**config.mk**
```make
export PLATFORM = sky130hd
export DESIGN_NAME = sram_tcam_ctrl
export DESIGN_NICKNAME = d
export VERILOG_FILES = /design/src/rtl/sram_tcam_ctrl.sv
export SDC_FILE = /design/constraint.sdc
export NUM_CORES = 1
export LEC_CHECK = 0
export ABC_AREA = 1
export CAP_MARGIN = 20
export CELL_PAD_IN_SITES_DETAIL_PLACEMENT = 1
export CELL_PAD_IN_SITES_GLOBAL_PLACEMENT = 2
export CORE_MARGIN = 8
export CORE_UTILIZATION = 22
export CTS_CLUSTER_DIAMETER = 100
export DETAILED_ROUTE_END_ITERATION = 8
export GPL_TIMING_DRIVEN = 1
export PLACE_DENSITY = 0.84
export SLEW_MARGIN = 30
export SYNTH_ARGS = -nofsm -noshare
export SYNTH_HDL_FRONTEND = slang
export SYNTH_SLANG_ARGS = --single-unit
```
**constraint.sdc**
```tcl
create_clock -name clk -period 16.1 [get_ports clk]
set_input_delay 2.415 -clock clk [delete_from_list [all_inputs] [get_ports clk]]
set_output_delay 2.415 -clock clk [all_outputs]
set_load 0.01 [all_outputs]
```
**src/rtl/sram_tcam_ctrl.sv**
```systemverilog
`default_nettype none
// ============================================================================
// Module   : sram_tcam_ctrl
// Brief    : Update/search sequencer for an SRAM-based TCAM built from 2-bit
//            sub-blocks (4-word bit-column memories) with arbitrated access.
// Revision : 1.0 - initial release
// ============================================================================
module sram_tcam_ctrl #(
  parameter  int KEY_W   = 144,
  parameter  int ENTRIES = 256,
  localparam int NBLK    = KEY_W / 2,
  localparam int IW      = $clog2(ENTRIES),
  localparam int BW      = $clog2(NBLK)
) (
  input  logic               clk,
  input  logic               rst,
  input  logic               upd_valid,
  output logic               upd_ready,
  input  logic               upd_op,
  input  logic [IW-1:0]      upd_index,
  input  logic [KEY_W-1:0]   upd_value,
  input  logic [KEY_W-1:0]   upd_mask,
  output logic               upd_done,
  input  logic               srch_valid,
  output logic               srch_ready,
  input  logic [KEY_W-1:0]   srch_key,
  output logic [KEY_W-1:0]   tcam_key,
  input  logic [ENTRIES-1:0] tcam_match,
  output logic               mem_we,
  output logic [BW-1:0]      mem_blk,
  output logic [IW-1:0]      mem_entry,
  output logic [3:0]         mem_bits,
  output logic               res_valid,
  output logic               res_hit,
  output logic [IW-1:0]      res_index
);

  localparam logic [BW-1:0] c_last_blk = BW'(NBLK - 1);

  typedef enum logic [1:0] {
    S_IDLE = 2'd0,
    S_UPD  = 2'd1,
    S_SRCH = 2'd2
  } state_t;

  state_t             r_state;
  logic               r_prio_srch;
  logic               r_op;
  logic [KEY_W-1:0]   r_val;
  logic [KEY_W-1:0]   r_msk;

  logic               w_idle;
  logic               w_upd_acc;
  logic               w_srch_acc;
  logic               w_hit;
  logic [IW-1:0]      w_idx;

  // Column word a of a sub-block matches when every cared bit agrees with a.
  function automatic logic [3:0] f_col_bits(input logic [1:0] v, input logic [1:0] m);
    logic [3:0] b;
    for (int a = 0; a < 4; a++) begin
      b[a] = ((2'(a) ^ v) & m) == 2'b00;
    end
    return b;
  endfunction

  assign w_idle     = (r_state == S_IDLE);
  assign upd_ready  = w_idle & ~(srch_valid & r_prio_srch);
  assign srch_ready = w_idle & ~(upd_valid & ~r_prio_srch);
  assign w_upd_acc  = upd_valid & upd_ready;
  assign w_srch_acc = srch_valid & srch_ready;

  always_comb begin
    w_hit = |tcam_match;
    w_idx = '0;
    for (int i = ENTRIES - 1; i >= 0; i--) begin
      if (tcam_match[i]) w_idx = IW'(i);
    end
  end

  always_ff @(posedge clk or posedge rst) begin
    if (rst) begin
      r_state     <= S_IDLE;
      r_prio_srch <= 1'b0;
      r_op        <= 1'b0;
      r_val       <= '0;
      r_msk       <= '0;
      mem_we      <= 1'b0;
      mem_blk     <= '0;
      mem_entry   <= '0;
      mem_bits    <= 4'b0000;
      upd_done    <= 1'b0;
      res_valid   <= 1'b0;
      res_hit     <= 1'b0;
      res_index   <= '0;
      tcam_key    <= '0;
    end else begin
      upd_done  <= 1'b0;
      res_valid <= 1'b0;
      case (r_state)
        S_IDLE: begin
          if (w_upd_acc) begin
            // Block 0 is issued straight from the request; the rest stream
            // out of the shifted value/mask copies.
            r_prio_srch <= 1'b1;
            r_op        <= upd_op;
            r_val       <= upd_value >> 2;
            r_msk       <= upd_mask >> 2;
            mem_we      <= 1'b1;
            mem_blk     <= '0;
            mem_entry   <= upd_index;
            mem_bits    <= upd_op ? 4'b0000 : f_col_bits(upd_value[1:0], upd_mask[1:0]);
            r_state     <= S_UPD;
          end else if (w_srch_acc) begin
            r_prio_srch <= 1'b0;
            tcam_key    <= srch_key;
            r_state     <= S_SRCH;
          end
        end
        S_UPD: begin
          if (r_op || (mem_blk == c_last_blk)) begin
            mem_we   <= 1'b0;
            upd_done <= 1'b1;
            r_state  <= S_IDLE;
          end else begin
            mem_blk  <= mem_blk + BW'(1);
            mem_bits <= f_col_bits(r_val[1:0], r_msk[1:0]);
            r_val    <= r_val >> 2;
            r_msk    <= r_msk >> 2;
          end
        end
        S_SRCH: begin
          res_hit   <= w_hit;
          res_index <= w_idx;
          res_valid <= 1'b1;
          r_state   <= S_IDLE;
        end
        default: r_state <= S_IDLE;
      endcase
    end
  end

endmodule
`default_nettype wire

```
==> results.sh, run 1 <==
export IMPL_outcome="finished, final reports clean"
export IMPL_clkPwrFrac_pct=22.5
export IMPL_pwr_share_seq_pct=34.2
export IMPL_portBuffers=877
export IMPL_drcViolationCount=0
export IMPL_cp_arrival_ns=14.80
export IMPL_synth_area_um2=23720
export IMPL_synth_most_common_cell="nand2_1"
export IMPL_final_cell_area_um2=35960
export IMPL_drt_iter0_drc=1012
export IMPL_synthFlopType="dfrtp_1"
export IMPL_fp_row_count=120
export IMPL_drive_above_1_share_pct=4.558
export IMPL_path_class="in2reg"
export IMPL_fp_dieArea_um2=118600
export IMPL_cts_tree="built"
export IMPL_setup_viol=0
export IMPL_vdd_ir_drop_worst_mv=0.1101
export IMPL_fin_crit_sh_pct=88.91
export IMPL_core_area_um2=107100
export IMPL_globalplace_congestion=0.8346
export IMPL_ctsHoldBuffers=0
export IMPL_switching_power_uw=2304
export IMPL_clock_latency_ns=0.67
export IMPL_whs_ns=0.4754
export IMPL_area_delta_synth_final_pct=51.62
export IMPL_fp_dieW_um=344.4
export IMPL_syn_nets=4003
export IMPL_slowest_stage="dlymetal6s2s_1"
export IMPL_setup_slack_ns=1.786
export IMPL_cts_root_buf="clkbuf_16"
export IMPL_ys_types=31
export IMPL_maxCapViolCount=0
export IMPL_clock_skew_ns=0.08248
export IMPL_clock_path_buffers=3
export IMPL_track_usage_pct=17.27
export IMPL_via_per_inst=4.325
export IMPL_hold_viol_final=0
export IMPL_grt_max_degree=260
export IMPL_rsz0062_at_grt="yes"
export IMPL_hp_class="reg2reg"
export IMPL_postPlaceCellArea_um2=33850
export IMPL_antenna_found_initial=44
export IMPL_grt_pass1_wl_um=157400
export IMPL_slew_viol_final=0
export IMPL_grt_pass1_vias=25731
export IMPL_p_comb_share_pct=43.3
export IMPL_io_pins=878
export IMPL_slew_headroom_pct=37.12
export IMPL_end_kind="flop"
export IMPL_synth_async_reset_ratio_pct=100.0
export IMPL_fin_nets=4801
export IMPL_drtAntennaViolNets=0
export IMPL_crit_path_start_kind="primary input"
export IMPL_period_needed_ns=14.31
export IMPL_synthTopCellsByArea="dfrtp_1, nand2_1, inv_1, o211ai_1, o21ai_0"
export IMPL_avgRoutedWirePerCell_um=19.13
export IMPL_max_slew_worst_pin_slew_ns=0.9432
export IMPL_dpl_hpwl_um=82880
export IMPL_p_int_uw=3501
export IMPL_cellLeakagePower_uw=0.01671
export IMPL_synth_seq_cells=463
export IMPL_max_stage_delay_ns=0.14
export IMPL_wl_um=106900
export IMPL_clock_fmax_ghz=0.06986
export IMPL_cp_max_fo=2
export IMPL_synth_top_cells_by_count="nand2_1, dfrtp_1, inv_1, nor2_1, o21ai_0"
export IMPL_sw_frac_of_total_pct=39.69
export IMPL_cts_sinks=463
export IMPL_synth_area_leader_cell="dfrtp_1"
export IMPL_synth_edff_count=0
export IMPL_setup_tns_ns=0
export IMPL_final_util_pct=33.59
export IMPL_cp_common_cell="nand2_1"
export IMPL_first_pass_iters=5
export IMPL_required_ns=16.59
export IMPL_grt_overflow_total=0
export IMPL_synth_avg_cell_area_um2=7.185
export IMPL_path_clk_slew_ns=0.06
export IMPL_h_tree_depth=2
export IMPL_syn_instance_count=3301
export IMPL_place_ws_ns=0.5301
export IMPL_die_h_um=344.4
export IMPL_start_util_pct=22.16
export IMPL_numCtsBuffers=58
export IMPL_ys_warn_count=0
export IMPL_power_density_nw_per_um2=161.4
export IMPL_yosysSeqAreaShare_pct=48.85
export IMPL_synth_top_area_share_pct=48.85
export IMPL_dr_total_vias=24156
## layout by cell type (no fill, tap or decap), types with 14 or more instances in the layout
cell type / Yosys / final
diode_2: 0 / 35
clkdlybuf4s50_1: 0 / 868
inv_2: 56 / 57
clkbuf_16: 0 / 58
inv_1: 446 / 443
nor2_1: 281 / 280
dfrtp_1: 463 / 463
o211ai_1: 211 / 211
o21ai_0: 230 / 230
nand2_1: 1304 / 1298
clkinv_2: 0 / 14
a31oi_1: 75 / 75
## layout make-up
class,count,area [µm²]
timing repair buffer,898,9031
clock inverter,25,246.5
tap,1403,1755
clock buffer,83,1675
fill,13043,71090
antenna,35,87.58
multi-input combinational,2175,9668
inverter,503,1912
sequential,463,11590
## metal layers
layer,share of wire [%],global-route usage [%],vias up,wire [µm]
li1,-,-,11892,-
met1,38,18.42,11445,40140
met2,50,30.38,646,53620
met3,8.7,6.678,151,9305
met4,3.4,7.251,22,3668
met5,0.12,0,-,128
## through the flow
step,total power [µW],cells
finish,5806,5585
floorplan,3413,3301
global route,6309,5578
global placement,4468,5440
detailed placement,4541,5440
CTS,5917,5548
## critical path: cells and delay by family
kind | cells | cell delay [ns]
buffers and inverters | 2 | 0.20
AND/OR/NAND/NOR | 255 | 12.11
## power groups by stage
stage	Clock [µW]	Combinational, µW	Sequential (µW)
5_1_grt	1390	2870	2050
6_report	1310	2520	1980
3_5_place_dp	0	2540	2000
4_1_cts	1360	2570	1990
3_3_place_gp	0	2490	1980
2_1_floorplan	0	1380	2040
## cell families after synthesis
logic type                 count (synthesis)  synth area share [%]
muxes                                      4                0.1899
xor gates and xnor gates                   1               0.03693
and+or+nand+nor                         1614                 25.73
buffers and inverters                    663                 10.57
AOI/OAI and AO/OA                        555                 14.58
adders and majority gates                  1               0.05274
DFF                                      463                 48.85
## registers in the layout, indices dropped and copies added, names as in the netlist, 2 cells and up
register   count
tcam_key     144
r_msk        142
r_val        142
mem_entry      8
res_index      8
mem_blk        7
mem_bits       4
r_state        2
## what timing repair did
item                                    CTS  global route
buffers inserted                          0             0
endpoints found under the setup margin    0             1
resized for setup                         0            15
## path summary, 6_finish.rpt
| kind | startpoint | end | slack (ns) | depth (start not counted) |
|---|---|---|---|---|
| worst max-delay path | tcam_match[253] | res_index[0] | 1.79 | 257 |
| worst min-delay path | tcam_key[13] | tcam_key[13] | 0.48 | 2 |
| worst max register to register | mem_blk[0] | r_msk[25] | 11.70 | 11 |
| worst min register to register | tcam_key[13] | tcam_key[13] | 0.48 | 2 |
| max in group asynchronous | rst | r_msk[71] | 11.79 | 5 |
| min in group asynchronous | rst | tcam_key[14] | 2.22 | 2 |
(Power assumes the default switching activity.)
==> run 2: changes to the inputs <==
- HOLD_SLACK_MARGIN: default -> 0.02
==> results of run 2 <==
Final layout, timing and power as in run 1 (identical DEF).
